<file path="src/rtl/dmem_arbiter_if.sv">
// Bundle of the two requester ports and the shared data-memory port of dmem_arbiter.
// The arbiter uses the slave modport; requesters and the memory model use master.
interface dmem_arbiter_if;
  logic        p0_req, p0_we, p0_signed, p0_gnt, p0_rvalid, p0_err;
  logic [31:0] p0_addr, p0_wdata, p0_rdata;
  logic [1:0]  p0_size;
  logic        p1_req, p1_we, p1_signed, p1_gnt, p1_rvalid, p1_err;
  logic [31:0] p1_addr, p1_wdata, p1_rdata;
  logic [1:0]  p1_size;
  logic        mem_read, mem_write, load_signed, busy;
  logic [31:0] alu_result, rs2_data, mem_data;
  logic [1:0]  load_size, store_size;

  modport slave (
    input  p0_req, p0_we, p0_addr, p0_wdata, p0_size, p0_signed,
    input  p1_req, p1_we, p1_addr, p1_wdata, p1_size, p1_signed,
    input  mem_data,
    output p0_gnt, p0_rvalid, p0_rdata, p0_err,
    output p1_gnt, p1_rvalid, p1_rdata, p1_err,
    output mem_read, mem_write, alu_result, rs2_data,
    output load_signed, load_size, store_size, busy
  );

  modport master (
    output p0_req, p0_we, p0_addr, p0_wdata, p0_size, p0_signed,
    output p1_req, p1_we, p1_addr, p1_wdata, p1_size, p1_signed,
    output mem_data,
    input  p0_gnt, p0_rvalid, p0_rdata, p0_err,
    input  p1_gnt, p1_rvalid, p1_rdata, p1_err,
    input  mem_read, mem_write, alu_result, rs2_data,
    input  load_signed, load_size, store_size, busy
  );
endinterface

</file>
<file path="src/rtl/dmem_arbiter.sv">
// Two-port data-memory arbiter/sequencer running a fixed IDLE -> CMD -> DATA access.
// Define DMEM_ARB_RR_EN for round-robin contention; otherwise port 0 has fixed priority.
module dmem_arbiter #(
  parameter logic [14:0] DMEM_TAG  = 15'h0800,
  parameter logic [31:0] UART_ADDR = 32'h2000_0000
) (
  input logic           clk,
  input logic           rst,
  dmem_arbiter_if.slave bus
);
  typedef enum logic [1:0] {StIdle, StCmd, StData} state_e;

  state_e      state_q, state_d;
  logic        rst_hold_q;
  logic        we_q, we_d, sgn_q, sgn_d, owner_q, owner_d, bad_q, bad_d;
  logic [31:0] addr_q, addr_d, wdata_q, wdata_d;
  logic [1:0]  size_q, size_d;
  logic [1:0]  rvalid_q, rvalid_d;
  logic [31:0] rdata_q, rdata_d;
  logic        err_q, err_d;

  logic        sel, gnt_any, s_we, s_sgn, s_hit, s_bad;
  logic [31:0] s_addr, s_wdata;
  logic [1:0]  s_size;

`ifdef DMEM_ARB_RR_EN
  logic        last_q, last_d;
`endif

  // Grant selection and access classification for the port that would win this cycle.
  always_comb begin
    gnt_any = !rst && !rst_hold_q && (state_q == StIdle) && (bus.p0_req || bus.p1_req);
`ifdef DMEM_ARB_RR_EN
    sel     = bus.p1_req && (!bus.p0_req || !last_q);
`else
    sel     = !bus.p0_req;
`endif
    s_we    = sel ? bus.p1_we     : bus.p0_we;
    s_sgn   = sel ? bus.p1_signed : bus.p0_signed;
    s_addr  = sel ? bus.p1_addr   : bus.p0_addr;
    s_wdata = sel ? bus.p1_wdata  : bus.p0_wdata;
    s_size  = sel ? bus.p1_size   : bus.p0_size;
    s_hit   = (s_addr[31:17] == DMEM_TAG);
    s_bad   = (s_size == 2'b11) ||
              ((s_size == 2'b01) && s_addr[0]) ||
              ((s_size == 2'b10) && (s_addr[1:0] != 2'b00)) ||
              (!s_hit && (!s_we || (s_addr != UART_ADDR)));
  end

  always_comb begin
    state_d  = state_q;
    we_d     = we_q;
    sgn_d    = sgn_q;
    owner_d  = owner_q;
    bad_d    = bad_q;
    addr_d   = addr_q;
    wdata_d  = wdata_q;
    size_d   = size_q;
    rvalid_d = 2'b00;
    rdata_d  = '0;
    err_d    = 1'b0;
`ifdef DMEM_ARB_RR_EN
    last_d   = gnt_any ? sel : last_q;
`endif
    case (state_q)
      StIdle: begin
        if (gnt_any) begin
          we_d    = s_we;
          sgn_d   = s_sgn;
          owner_d = sel;
          bad_d   = s_bad;
          addr_d  = s_addr;
          wdata_d = s_wdata;
          size_d  = s_size;
          state_d = StCmd;
        end
      end
      StCmd:  state_d = StData;
      StData: begin
        rvalid_d[owner_q] = 1'b1;
        rdata_d           = (!we_q && !bad_q) ? bus.mem_data : '0;
        err_d             = bad_q;
        state_d           = StIdle;
      end
      default: state_d = StIdle;
    endcase
  end

  always_ff @(posedge clk) begin
    if (rst) begin
      state_q    <= StIdle;
      rst_hold_q <= 1'b1;
      we_q       <= 1'b0;
      sgn_q      <= 1'b0;
      owner_q    <= 1'b0;
      bad_q      <= 1'b0;
      addr_q     <= '0;
      wdata_q    <= '0;
      size_q     <= '0;
      rvalid_q   <= '0;
      rdata_q    <= '0;
      err_q      <= 1'b0;
`ifdef DMEM_ARB_RR_EN
      last_q     <= 1'b1;  // "last was port 1" so port 0 wins the first tie
`endif
    end else begin
      state_q    <= state_d;
      rst_hold_q <= 1'b0;
      we_q       <= we_d;
      sgn_q      <= sgn_d;
      owner_q    <= owner_d;
      bad_q      <= bad_d;
      addr_q     <= addr_d;
      wdata_q    <= wdata_d;
      size_q     <= size_d;
      rvalid_q   <= rvalid_d;
      rdata_q    <= rdata_d;
      err_q      <= err_d;
`ifdef DMEM_ARB_RR_EN
      last_q     <= last_d;
`endif
    end
  end

  // Everything is forced low while rst is high, before the registers clear.
  always_comb begin
    bus.p0_gnt      = gnt_any && !sel;
    bus.p1_gnt      = gnt_any && sel;
    bus.p0_rvalid   = !rst && rvalid_q[0];
    bus.p1_rvalid   = !rst && rvalid_q[1];
    bus.p0_rdata    = rst ? '0 : rdata_q;
    bus.p1_rdata    = rst ? '0 : rdata_q;
    bus.p0_err      = !rst && err_q && rvalid_q[0];
    bus.p1_err      = !rst && err_q && rvalid_q[1];
    bus.mem_read    = !rst && (state_q == StCmd) && !we_q && !bad_q;
    bus.mem_write   = !rst && (state_q == StCmd) && we_q && !bad_q;
    bus.alu_result  = rst ? '0 : addr_q;
    bus.rs2_data    = rst ? '0 : wdata_q;
    bus.load_size   = rst ? '0 : size_q;
    bus.store_size  = rst ? '0 : size_q;
    bus.load_signed = !rst && sgn_q;
    bus.busy        = !rst && (state_q != StIdle);
  end
endmodule
</file>
<file path="src/flat_wrapper.sv">
// flat-port wrapper written by rule: the top's interface ports become plain ports
module dmem_arbiter_flat 
#(
  parameter logic [14:0] DMEM_TAG  = 15'h0800,
  parameter logic [31:0] UART_ADDR = 32'h2000_0000
)
  (clk, rst, bus_p0_req, bus_p0_we, bus_p0_addr, bus_p0_wdata, bus_p0_size, bus_p0_signed, bus_p1_req, bus_p1_we, bus_p1_addr, bus_p1_wdata, bus_p1_size, bus_p1_signed, bus_mem_data, bus_p0_gnt, bus_p0_rvalid, bus_p0_rdata, bus_p0_err, bus_p1_gnt, bus_p1_rvalid, bus_p1_rdata, bus_p1_err, bus_mem_read, bus_mem_write, bus_alu_result, bus_rs2_data, bus_load_signed, bus_load_size, bus_store_size, bus_busy);
  dmem_arbiter_if bus_i ();
  input logic clk;
  input logic rst;
  input wire logic [$bits(bus_i.p0_req)-1:0] bus_p0_req;
  input wire logic [$bits(bus_i.p0_we)-1:0] bus_p0_we;
  input wire logic [$bits(bus_i.p0_addr)-1:0] bus_p0_addr;
  input wire logic [$bits(bus_i.p0_wdata)-1:0] bus_p0_wdata;
  input wire logic [$bits(bus_i.p0_size)-1:0] bus_p0_size;
  input wire logic [$bits(bus_i.p0_signed)-1:0] bus_p0_signed;
  input wire logic [$bits(bus_i.p1_req)-1:0] bus_p1_req;
  input wire logic [$bits(bus_i.p1_we)-1:0] bus_p1_we;
  input wire logic [$bits(bus_i.p1_addr)-1:0] bus_p1_addr;
  input wire logic [$bits(bus_i.p1_wdata)-1:0] bus_p1_wdata;
  input wire logic [$bits(bus_i.p1_size)-1:0] bus_p1_size;
  input wire logic [$bits(bus_i.p1_signed)-1:0] bus_p1_signed;
  input wire logic [$bits(bus_i.mem_data)-1:0] bus_mem_data;
  output wire logic [$bits(bus_i.p0_gnt)-1:0] bus_p0_gnt;
  output wire logic [$bits(bus_i.p0_rvalid)-1:0] bus_p0_rvalid;
  output wire logic [$bits(bus_i.p0_rdata)-1:0] bus_p0_rdata;
  output wire logic [$bits(bus_i.p0_err)-1:0] bus_p0_err;
  output wire logic [$bits(bus_i.p1_gnt)-1:0] bus_p1_gnt;
  output wire logic [$bits(bus_i.p1_rvalid)-1:0] bus_p1_rvalid;
  output wire logic [$bits(bus_i.p1_rdata)-1:0] bus_p1_rdata;
  output wire logic [$bits(bus_i.p1_err)-1:0] bus_p1_err;
  output wire logic [$bits(bus_i.mem_read)-1:0] bus_mem_read;
  output wire logic [$bits(bus_i.mem_write)-1:0] bus_mem_write;
  output wire logic [$bits(bus_i.alu_result)-1:0] bus_alu_result;
  output wire logic [$bits(bus_i.rs2_data)-1:0] bus_rs2_data;
  output wire logic [$bits(bus_i.load_signed)-1:0] bus_load_signed;
  output wire logic [$bits(bus_i.load_size)-1:0] bus_load_size;
  output wire logic [$bits(bus_i.store_size)-1:0] bus_store_size;
  output wire logic [$bits(bus_i.busy)-1:0] bus_busy;
  assign bus_i.p0_req = bus_p0_req;
  assign bus_i.p0_we = bus_p0_we;
  assign bus_i.p0_addr = bus_p0_addr;
  assign bus_i.p0_wdata = bus_p0_wdata;
  assign bus_i.p0_size = bus_p0_size;
  assign bus_i.p0_signed = bus_p0_signed;
  assign bus_i.p1_req = bus_p1_req;
  assign bus_i.p1_we = bus_p1_we;
  assign bus_i.p1_addr = bus_p1_addr;
  assign bus_i.p1_wdata = bus_p1_wdata;
  assign bus_i.p1_size = bus_p1_size;
  assign bus_i.p1_signed = bus_p1_signed;
  assign bus_i.mem_data = bus_mem_data;
  assign bus_p0_gnt = bus_i.p0_gnt;
  assign bus_p0_rvalid = bus_i.p0_rvalid;
  assign bus_p0_rdata = bus_i.p0_rdata;
  assign bus_p0_err = bus_i.p0_err;
  assign bus_p1_gnt = bus_i.p1_gnt;
  assign bus_p1_rvalid = bus_i.p1_rvalid;
  assign bus_p1_rdata = bus_i.p1_rdata;
  assign bus_p1_err = bus_i.p1_err;
  assign bus_mem_read = bus_i.mem_read;
  assign bus_mem_write = bus_i.mem_write;
  assign bus_alu_result = bus_i.alu_result;
  assign bus_rs2_data = bus_i.rs2_data;
  assign bus_load_signed = bus_i.load_signed;
  assign bus_load_size = bus_i.load_size;
  assign bus_store_size = bus_i.store_size;
  assign bus_busy = bus_i.busy;
  dmem_arbiter #(.DMEM_TAG(DMEM_TAG), .UART_ADDR(UART_ADDR)) u_core (.clk(clk), .rst(rst), .bus(bus_i));
endmodule
</file>
<file path="config.mk">
export PLATFORM = sky130hd
export DESIGN_NAME = dmem_arbiter_flat
export DESIGN_NICKNAME = d
export VERILOG_FILES = /design/src/rtl/dmem_arbiter_if.sv /design/src/rtl/dmem_arbiter.sv /design/src/flat_wrapper.sv
export SDC_FILE = /design/constraint.sdc
export NUM_CORES = 1
export LEC_CHECK = 0
export CORE_AREA = 2 2 121 123
export CTS_CLUSTER_DIAMETER = 200
export CTS_CLUSTER_SIZE = 30
export DETAILED_ROUTE_END_ITERATION = 10
export DIE_AREA = 0 0 123 125
export PLACE_DENSITY = 0.8
export SKIP_CTS_REPAIR_TIMING = 1
export SLEW_MARGIN = 20
export SYNTH_ARGS = -nofsm -noshare
export SYNTH_HDL_FRONTEND = slang
export SYNTH_SLANG_ARGS = --single-unit
</file>
<file path="constraint.sdc">
create_clock -name clk -period 2.5 [get_ports clk]
set_clock_uncertainty 0.2 [all_clocks]
set_input_delay 0.5 -clock clk [delete_from_list [all_inputs] [get_ports clk]]
set_output_delay 0.5 -clock clk [all_outputs]
set_load 0.05 [all_outputs]
</file>
-- Word-level counts from Yosys, hierarchy flattened
Cells that the tools add are included.
- flip-flop bits (word level): 108
- input port bits: 172
- output and inout bits: 142
- logic and storage cells: 78
- order comparisons: 2
- equal/unequal tests: 8
- multiplexer cells: 14
- bitwise operators: 2
- reductions and logical operators: 40
- operators with widths (cell ; count):
    $mux 32 ; 5
    $ne 32x30->1 const B ; 1
    $logic_and 1x1->1 ; 22
    $eq 15x12->1 const B ; 1
    $logic_not 1->1 ; 7
    $eq 2x2->1 const B ; 3
    $mux 2 ; 3
    $logic_or 1x1->1 ; 5
    $eq 2x1->1 const B ; 2
    $mux 1 ; 4
    $pmux 2 s2 ; 1
    $reduce_bool 2->1 ; 2
    $reduce_or 3->1 ; 1
    $logic_not 2->1 ; 1
    $lt 1x2->1 const B ; 1
    $ne 2x1->1 const B ; 1
    $not 1->1 ; 2
    $reduce_and 2->1 ; 1
    $reduce_or 2->1 ; 1
    $demux 1 s1 ; 1
    $ge 1x1->1 const B ; 1

-- Depth between registers and ports, before layout
Gate-level depths: netlist of the first run.
- depth after elaboration: 6
- depth in mapped cells: 7
- depth with buffers taken out: 5

-- Worst setup path before layout of the first run
OpenSTA, ideal clock, no wires.
- path kind: input-to-output
- from: in rst
- to: out bus_p1_rdata[0]
- arrival: 2.143 ns
- required time: 1.800 ns
- setup slack: -0.343 ns
- stages: 5
- path buffers: 4
- cell sequence: buf_2 clkbuf_1 clkbuf_1 nor2b_1 buf_4
- cells in the longest elaborated chain, start to end: 1
- RTL lines (element ; line ; RTL):
    start, declared ; flat_wrapper.sv:10 ; input logic rst;
    $mux 32 ; n/a ;
    end, declared ; flat_wrapper.sv:30 ; output wire logic [$bits(bus_i.p1_rdata)-1:0] bus_p1_rdata;
No other way between the ends.

-- Final worst setup path of the first run
- from: reg u_core.state_q[1]
- to: out bus_p0_gnt
- cells in the longest elaborated chain, start to end: 4
- RTL lines (element ; line ; RTL):
    start, declared ; dmem_arbiter.sv:13 ; state_e state_q, state_d;
    start signal, assigned ; dmem_arbiter.sv:91 ; state_q <= StIdle;
    start signal, assigned ; dmem_arbiter.sv:107 ; state_q <= state_d;
    $logic_not 2->1 ; dmem_arbiter.sv:32 ; gnt_any = !rst && !rst_hold_q && (state_q == StIdle) && (bus.p0_req || bus.p1_req);
    $logic_and 1x1->1 (2 in series) ; dmem_arbiter.sv:32 ;
    $logic_and 1x1->1 ; dmem_arbiter.sv:127 ; bus.p0_gnt = gnt_any && !sel;
    end, declared ; flat_wrapper.sv:24 ; output wire logic [$bits(bus_i.p0_gnt)-1:0] bus_p0_gnt;
No other way between the ends.

==> flow_metrics.env, run 1 <==
export IMPL_cts_sinks=108
export IMPL_yosysWarnings=0
export IMPL_timing_final_max_slew_violations=0
export IMPL_cts_tree="built"
export IMPL_syn_to_final_growth_pct=68.0
export IMPL_setup_viol=0
export IMPL_rrSetupSlack_ps=690
export IMPL_clk_path_buf_depth=2
export IMPL_dieArea_um2=15400
export IMPL_reg2reg_depth=6
export IMPL_p_int_mw=3.32
export IMPL_ioPinCount=314
export IMPL_synthCells=620
export IMPL_crit_fanout=9
export IMPL_drc=0
export IMPL_start_util=0.368
export IMPL_cp_start_kind="register"
export IMPL_die_height_um=125
export IMPL_synth_edff_count=0
export IMPL_critPathRequiredTime_ps=1800
export IMPL_final_cells=1072
export IMPL_p_sw_mw=1.22
export IMPL_p_leak_nw=3.67
export IMPL_fin_nets=1055
export IMPL_core_area_um2=14200
export IMPL_seqPwrFrac=0.407
export IMPL_ys_seq_elements=108
export IMPL_fin_crit_sh=0.953
export IMPL_pwr_density_cell_nw_per_um2=517
export IMPL_outcome="completed"
export IMPL_yosysSeqAreaShare=0.414
export IMPL_cts_buffers=9
export IMPL_firstDrtPassIters=6
export IMPL_r2r_end="u_core.wdata_q[2]$_SDFFE_PP0P_"
export IMPL_grt_use_total=0.211
export IMPL_hold_viol_final=0
export IMPL_num_fill_cells=1245
export IMPL_synth_fp_nets=792
export IMPL_crit_arrival_ps=1680
export IMPL_ys_async_sr_fraction=0
export IMPL_syn_cell_area_um2=5220
export IMPL_hold_depth=1
export IMPL_syn_area_per_cell_um2=8.42
export IMPL_synth_top_flop_cell="dfxtp_1"
export IMPL_worst_pin_slew_ps=447
export IMPL_drt_wl_total_um=16600
export IMPL_cap_violations=0
export IMPL_avgViaCountPerCell=4.84
export IMPL_hold_path_startpoint="u_core.owner_q$_SDFFE_PP0P_"
export IMPL_p_clk_frac=0.358
export IMPL_cts_clk_slew_worst_paths_ps=70
export IMPL_drt_initial_drc_count=149
export IMPL_drt_antenna_violating_nets=0
export IMPL_rows=44
export IMPL_gp_congestion=0.891
export IMPL_cts_htree_levels=3
export IMPL_timing_fmax_ghz=0.420
export IMPL_min_period_ps=2380
export IMPL_end_kind="output port"
export IMPL_io_buffers=313
export IMPL_grt_pass1_wl_um=25500
export IMPL_grt_pass1_vias=5045
export IMPL_avgRoutedWirePerCell_um=15.5
export IMPL_overflow=0
export IMPL_r2r_start="u_core.state_q[1]$_SDFFE_PP0P_"
export IMPL_min_path_type="reg -> reg"
export IMPL_place_inst=1056
export IMPL_final_layout_size_suffix_gt1_frac=0.250
export IMPL_diodes=0
export IMPL_synth_distinct_cells=34
export IMPL_whs_endpoint="u_core.rvalid_q[0]$_SDFF_PP0_"
export IMPL_antenna_found_initial=0
export IMPL_root_buffer="clkbuf_16"
export IMPL_final_core_util=0.618
export IMPL_die_w_um=123
export IMPL_grt_max_degree=71
export IMPL_vias=5184
export IMPL_max_slew_margin=0.702
export IMPL_grt_setup_unrepaired="false"
export IMPL_peakVddDrop_mv=0.398
export IMPL_switching_share=0.269
export IMPL_power_frac_comb=0.235
export IMPL_path_class="reg -> out"
export IMPL_clkLatencyLatePin_ps=350
export IMPL_dp_hpwl_um=12900
[flip-flops by register name, indices dropped and copies added (netlist names), 2 cells and up]
register	flops
u_core.addr_q	32
u_core.wdata_q	32
u_core.rvalid_q	2
u_core.state_q	2
u_core.rdata_q	32
u_core.size_q	2
[per-stage QoR]
stage          power [mW]  hold WS (ps)  TNS (ps)  setup slack, ps  cell area (um^2)
6_report             4.53           280         0              118              8770
5_1_grt              4.72           303         0             32.3              8770
4_1_cts              4.58           294         0             76.1              8770
3_5_place_dp         2.95           269         0             56.4              8430
3_3_place_gp         2.94           275         0             29.4              8430
2_1_floorplan        2.43           206     -3430             -174              5390
[cell usage in the layout (no fill, tap or decap), types with 32 or more instances in the layout]
cell,instances
o22ai_1,37
mux2i_1,35
nor2_1,66
o21ai_0,38
buf_4,133
nor2b_1,67
and2_1,32
nand2_1,41
clkdlybuf4s50_1,169
dfxtp_1,108
[power by group through the flow]
| stage | registers [mW] | logic [mW] | clock network [mW] |
|---|---|---|---|
| after CTS | 1.84 | 1.07 | 1.67 |
| final | 1.84 | 1.06 | 1.62 |
| after global placement | 1.88 | 1.06 | 0 |
| after detailed placement | 1.88 | 1.07 | 0 |
| after floorplan | 1.87 | 0.557 | 0 |
| after global routing | 1.86 | 1.13 | 1.73 |
[final cells by class]
class	instances	area (um^2)	area share
repair buffers	331	3260	0.372
multi-input cells	427	2750	0.313
flip-flops and latches	108	2160	0.247
well taps	184	230	0.0262
clock buffers	9	225	0.0257
clock inverters	7	115	0.0131
inverters	6	27.5	0.00314
[per-layer routing]
metal | GRT usage | vias to the layer above | routed length (um)
li1 | - | 2596 | -
met1 | 0.230 | 2327 | 6420
met2 | 0.376 | 231 | 8110
met3 | 0.0675 | 30 | 1700
met4 | 0.0816 | 0 | 424
met5 | 0 | - | 0
[cell families (layout without fill, tap and decap cells)]
group	count (synthesis)	after routing	share of synthesized area
flops	108	108	0.414
compound gates	119	119	0.146
buf+inv	85	353	0.0932
mux	35	35	0.0671
simple gates	273	273	0.279
[cells in the mapped netlist (2+ instances only)]
| cell type | count | share of area |
|---|---|---|
| a31oi_1 | 2 | 0.0024 |
| a2bb2oi_1 | 28 | 0.047 |
| nor2b_1 | 101 | 0.12 |
| a21oi_1 | 9 | 0.0086 |
| and3_1 | 3 | 0.0036 |
| nor3_1 | 4 | 0.0038 |
| inv_1 | 4 | 0.0029 |
| buf_1 | 2 | 0.0014 |
| nand4_1 | 3 | 0.0036 |
| nand3_1 | 2 | 0.0019 |
| buf_2 | 7 | 0.0067 |
| or4_1 | 4 | 0.0058 |
| o21ai_0 | 38 | 0.036 |
| buf_6 | 3 | 0.0065 |
| nor4b_1 | 3 | 0.0050 |
| clkbuf_1 | 32 | 0.023 |
| mux2i_1 | 35 | 0.067 |
| dfxtp_1 | 108 | 0.41 |
| nor2_1 | 67 | 0.048 |
| nand2_1 | 41 | 0.029 |
| and2_1 | 34 | 0.041 |
| nor4_1 | 8 | 0.0096 |
| buf_4 | 35 | 0.050 |
| o22ai_1 | 37 | 0.044 |
[how the worst max path moves through the flow]
stage / startpoint / to / slack [ps]
6_report: u_core.state_q[1]$_SDFFE_PP0P_ / bus_p0_gnt / 120
5_1_grt: u_core.state_q[1]$_SDFFE_PP0P_ / bus_p0_gnt / 30
4_1_cts: u_core.state_q[1]$_SDFFE_PP0P_ / bus_p0_gnt / 80
3_5_place_dp: bus_p0_addr[16] / u_core.bad_q$_SDFFE_PP0P_ / 60
3_3_place_gp: bus_p0_addr[16] / u_core.bad_q$_SDFFE_PP0P_ / 30
2_1_floorplan: rst / bus_store_size[0] / -170
[worst max-delay path, stage by stage (launching register included)]
cell and delay, ps:
dfxtp_1 380, nor4_4 290, buf_4 220, nand2_1 160, inv_2 130, buf_12 140
(Power assumes the default switching activity.)
==> inputs of run 2 (changes only) <==
--- a/config.mk
+++ b/config.mk
@@ -10,6 +10,7 @@
 export CTS_CLUSTER_SIZE = 30
 export DETAILED_ROUTE_END_ITERATION = 10
 export DIE_AREA = 0 0 123 125
+export GPL_TIMING_DRIVEN = 0
 export PLACE_DENSITY = 0.8
 export SKIP_CTS_REPAIR_TIMING = 1
 export SLEW_MARGIN = 20
==> run 2 against run 1 <==
  * Non-clock buffer count up 67
  * Sequential share of layout area up 0.24 points
  * Clock power up 8%
  * Utilization down 0.60 points
  * Cell count up 6.3%
  * Via count up 7.3%
  * Routed wire length up 12%
  * Largest cell class unchanged
==> flow_metrics.env, run 2 (synthesized netlist as in run 1, its figures left out) <==
export IMPL_outcome="completed"
export IMPL_setup_tns_ps=0
export IMPL_vias=5563
export IMPL_p_leak_nw=3.85
export IMPL_firstDrtPassIters=5
export IMPL_diodes=0
export IMPL_pwr_density_cell_nw_per_um2=533
export IMPL_crit_arrival_ps=1680
export IMPL_grt_max_degree=18
export IMPL_avgViaCountPerCell=4.88
export IMPL_syn_to_final_growth_pct=66.4
export IMPL_grt_setup_unrepaired="false"
export IMPL_clk_path_buf_depth=2
export IMPL_gp_congestion=0.908
export IMPL_grt_pass1_vias=5282
export IMPL_cp_start_kind="register"
export IMPL_cts_buffers=9
export IMPL_cts_tree="built"
export IMPL_dpl_cell_area_um2=8730
export IMPL_rows=44
export IMPL_p_int_mw=3.41
export IMPL_crit_fanout=6
export IMPL_hold_viol_final=0
export IMPL_seqPwrFrac=0.398
export IMPL_cts_sinks=108
export IMPL_max_slew_margin=0.479
export IMPL_peakVddDrop_mv=0.365
export IMPL_final_layout_size_suffix_gt1_frac=0.282
export IMPL_timing_fmax_ghz=0.420
export IMPL_die_w_um=123
export IMPL_antenna_found_initial=0
export IMPL_end_kind="output port"
export IMPL_p_sw_mw=1.22
export IMPL_place_inst=1115
export IMPL_cap_violations=0
export IMPL_layout_common_cells="168 x clkdlybuf4s50_1, 108 x dfxtp_1, 105 x clkbuf_2"
export IMPL_clkLatencyLatePin_ps=340
export IMPL_path_class="reg -> out"
export IMPL_switching_share=0.264
export IMPL_stdcell_area_um2=8690
export IMPL_grt_use_total=0.230
export IMPL_drc=0
export IMPL_worst_pin_slew_ps=782
export IMPL_overflow=0
export IMPL_dieArea_um2=15400
export IMPL_timing_final_max_slew_violations=0
export IMPL_fin_crit_sh=0.953
export IMPL_ioPinCount=314
export IMPL_cts_htree_levels=3
export IMPL_fin_nets=1122
export IMPL_dp_hpwl_um=14700
export IMPL_setup_viol=0
export IMPL_final_cells=1139
export IMPL_layout_commonest_cell="clkdlybuf4s50_1"
export IMPL_power_frac_comb=0.225
export IMPL_critPathRequiredTime_ps=1800
export IMPL_p_clk_frac=0.377
export IMPL_drt_wl_total_um=18600
export IMPL_root_buffer="clkbuf_16"
export IMPL_top_regs="u_core.addr_q (32), u_core.rdata_q (32), u_core.wdata_q (32)"
export IMPL_min_path_type="in -> reg"
export IMPL_min_period_ps=2380
export IMPL_core_area_um2=14200
export IMPL_die_height_um=125
export IMPL_start_util=0.368
export IMPL_drt_antenna_violating_nets=0
export IMPL_io_buffers=311
export IMPL_cts_clk_slew_worst_paths_ps=70
export IMPL_drt_initial_drc_count=286
export IMPL_grt_pass1_wl_um=27700
export IMPL_avgRoutedWirePerCell_um=16.3
run 2: per-stage QoR:
step | utilization | worst slack, ps | power (mW) | hold WS, ps
after detailed placement | 0.615 | -1410 | 2.93 | 256
after CTS | 0.641 | -1410 | 4.68 | 272
after global routing | 0.612 | 65.8 | 4.81 | 156
final | 0.612 | 118 | 4.63 | 144
after global placement | 0.615 | -1400 | 2.92 | 252
after floorplan | - | -174 | 2.43 | 206
run 2: metal layers:
layer | track usage | wire [um] | vias to the layer above
met4 | 0.0668 | 380 | 0
met5 | 0 | 0 | -
met2 | 0.416 | 9160 | 250
li1 | - | - | 2729
met1 | 0.265 | 7350 | 2559
met3 | 0.0561 | 1670 | 25
run 2: final timing paths:
check | from | end | slack (ps) | depth (start not counted)
min reg2reg | u_core.owner_q$_SDFFE_PP0P_ | u_core.rvalid_q[0]$_SDFF_PP0_ | 260 | 1
max reg2reg | u_core.state_q[1]$_SDFFE_PP0P_ | u_core.addr_q[8]$_SDFFE_PP0P_ | 560 | 7
min | rst | u_core.rst_hold_q$_DFF_P_ | 140 | 1
max | u_core.state_q[1]$_SDFFE_PP0P_ | bus_p0_gnt | 120 | 6
run 2: layout make-up:
cell class | count | area (um^2)
Multi-Input combinational cell | 427 | 2770
Timing Repair Buffer | 320 | 2570
Fill cell | 1337 | 5520
Clock buffer | 10 | 239
Tap cell | 184 | 230
Clock inverter | 6 | 135
Sequential cell | 108 | 2160
Buffer | 78 | 556
Inverter | 6 | 27.5
run 2: power by group through the flow:
stage | logic (mW) | registers (mW) | clock network [mW]
5_1_grt | 1.11 | 1.85 | 1.85
3_5_place_dp | 1.05 | 1.88 | 0
3_3_place_gp | 1.04 | 1.88 | 0
4_1_cts | 1.05 | 1.84 | 1.78
2_1_floorplan | 0.557 | 1.87 | 0
6_report | 1.04 | 1.84 | 1.75
run 2: critical path, stage by stage, from the launching register on:
cell     delay (ps)
dfxtp_1         370
nor4_4          300
buf_6           170
buf_6           120
nand2_2         100
inv_2           130
buf_8           150
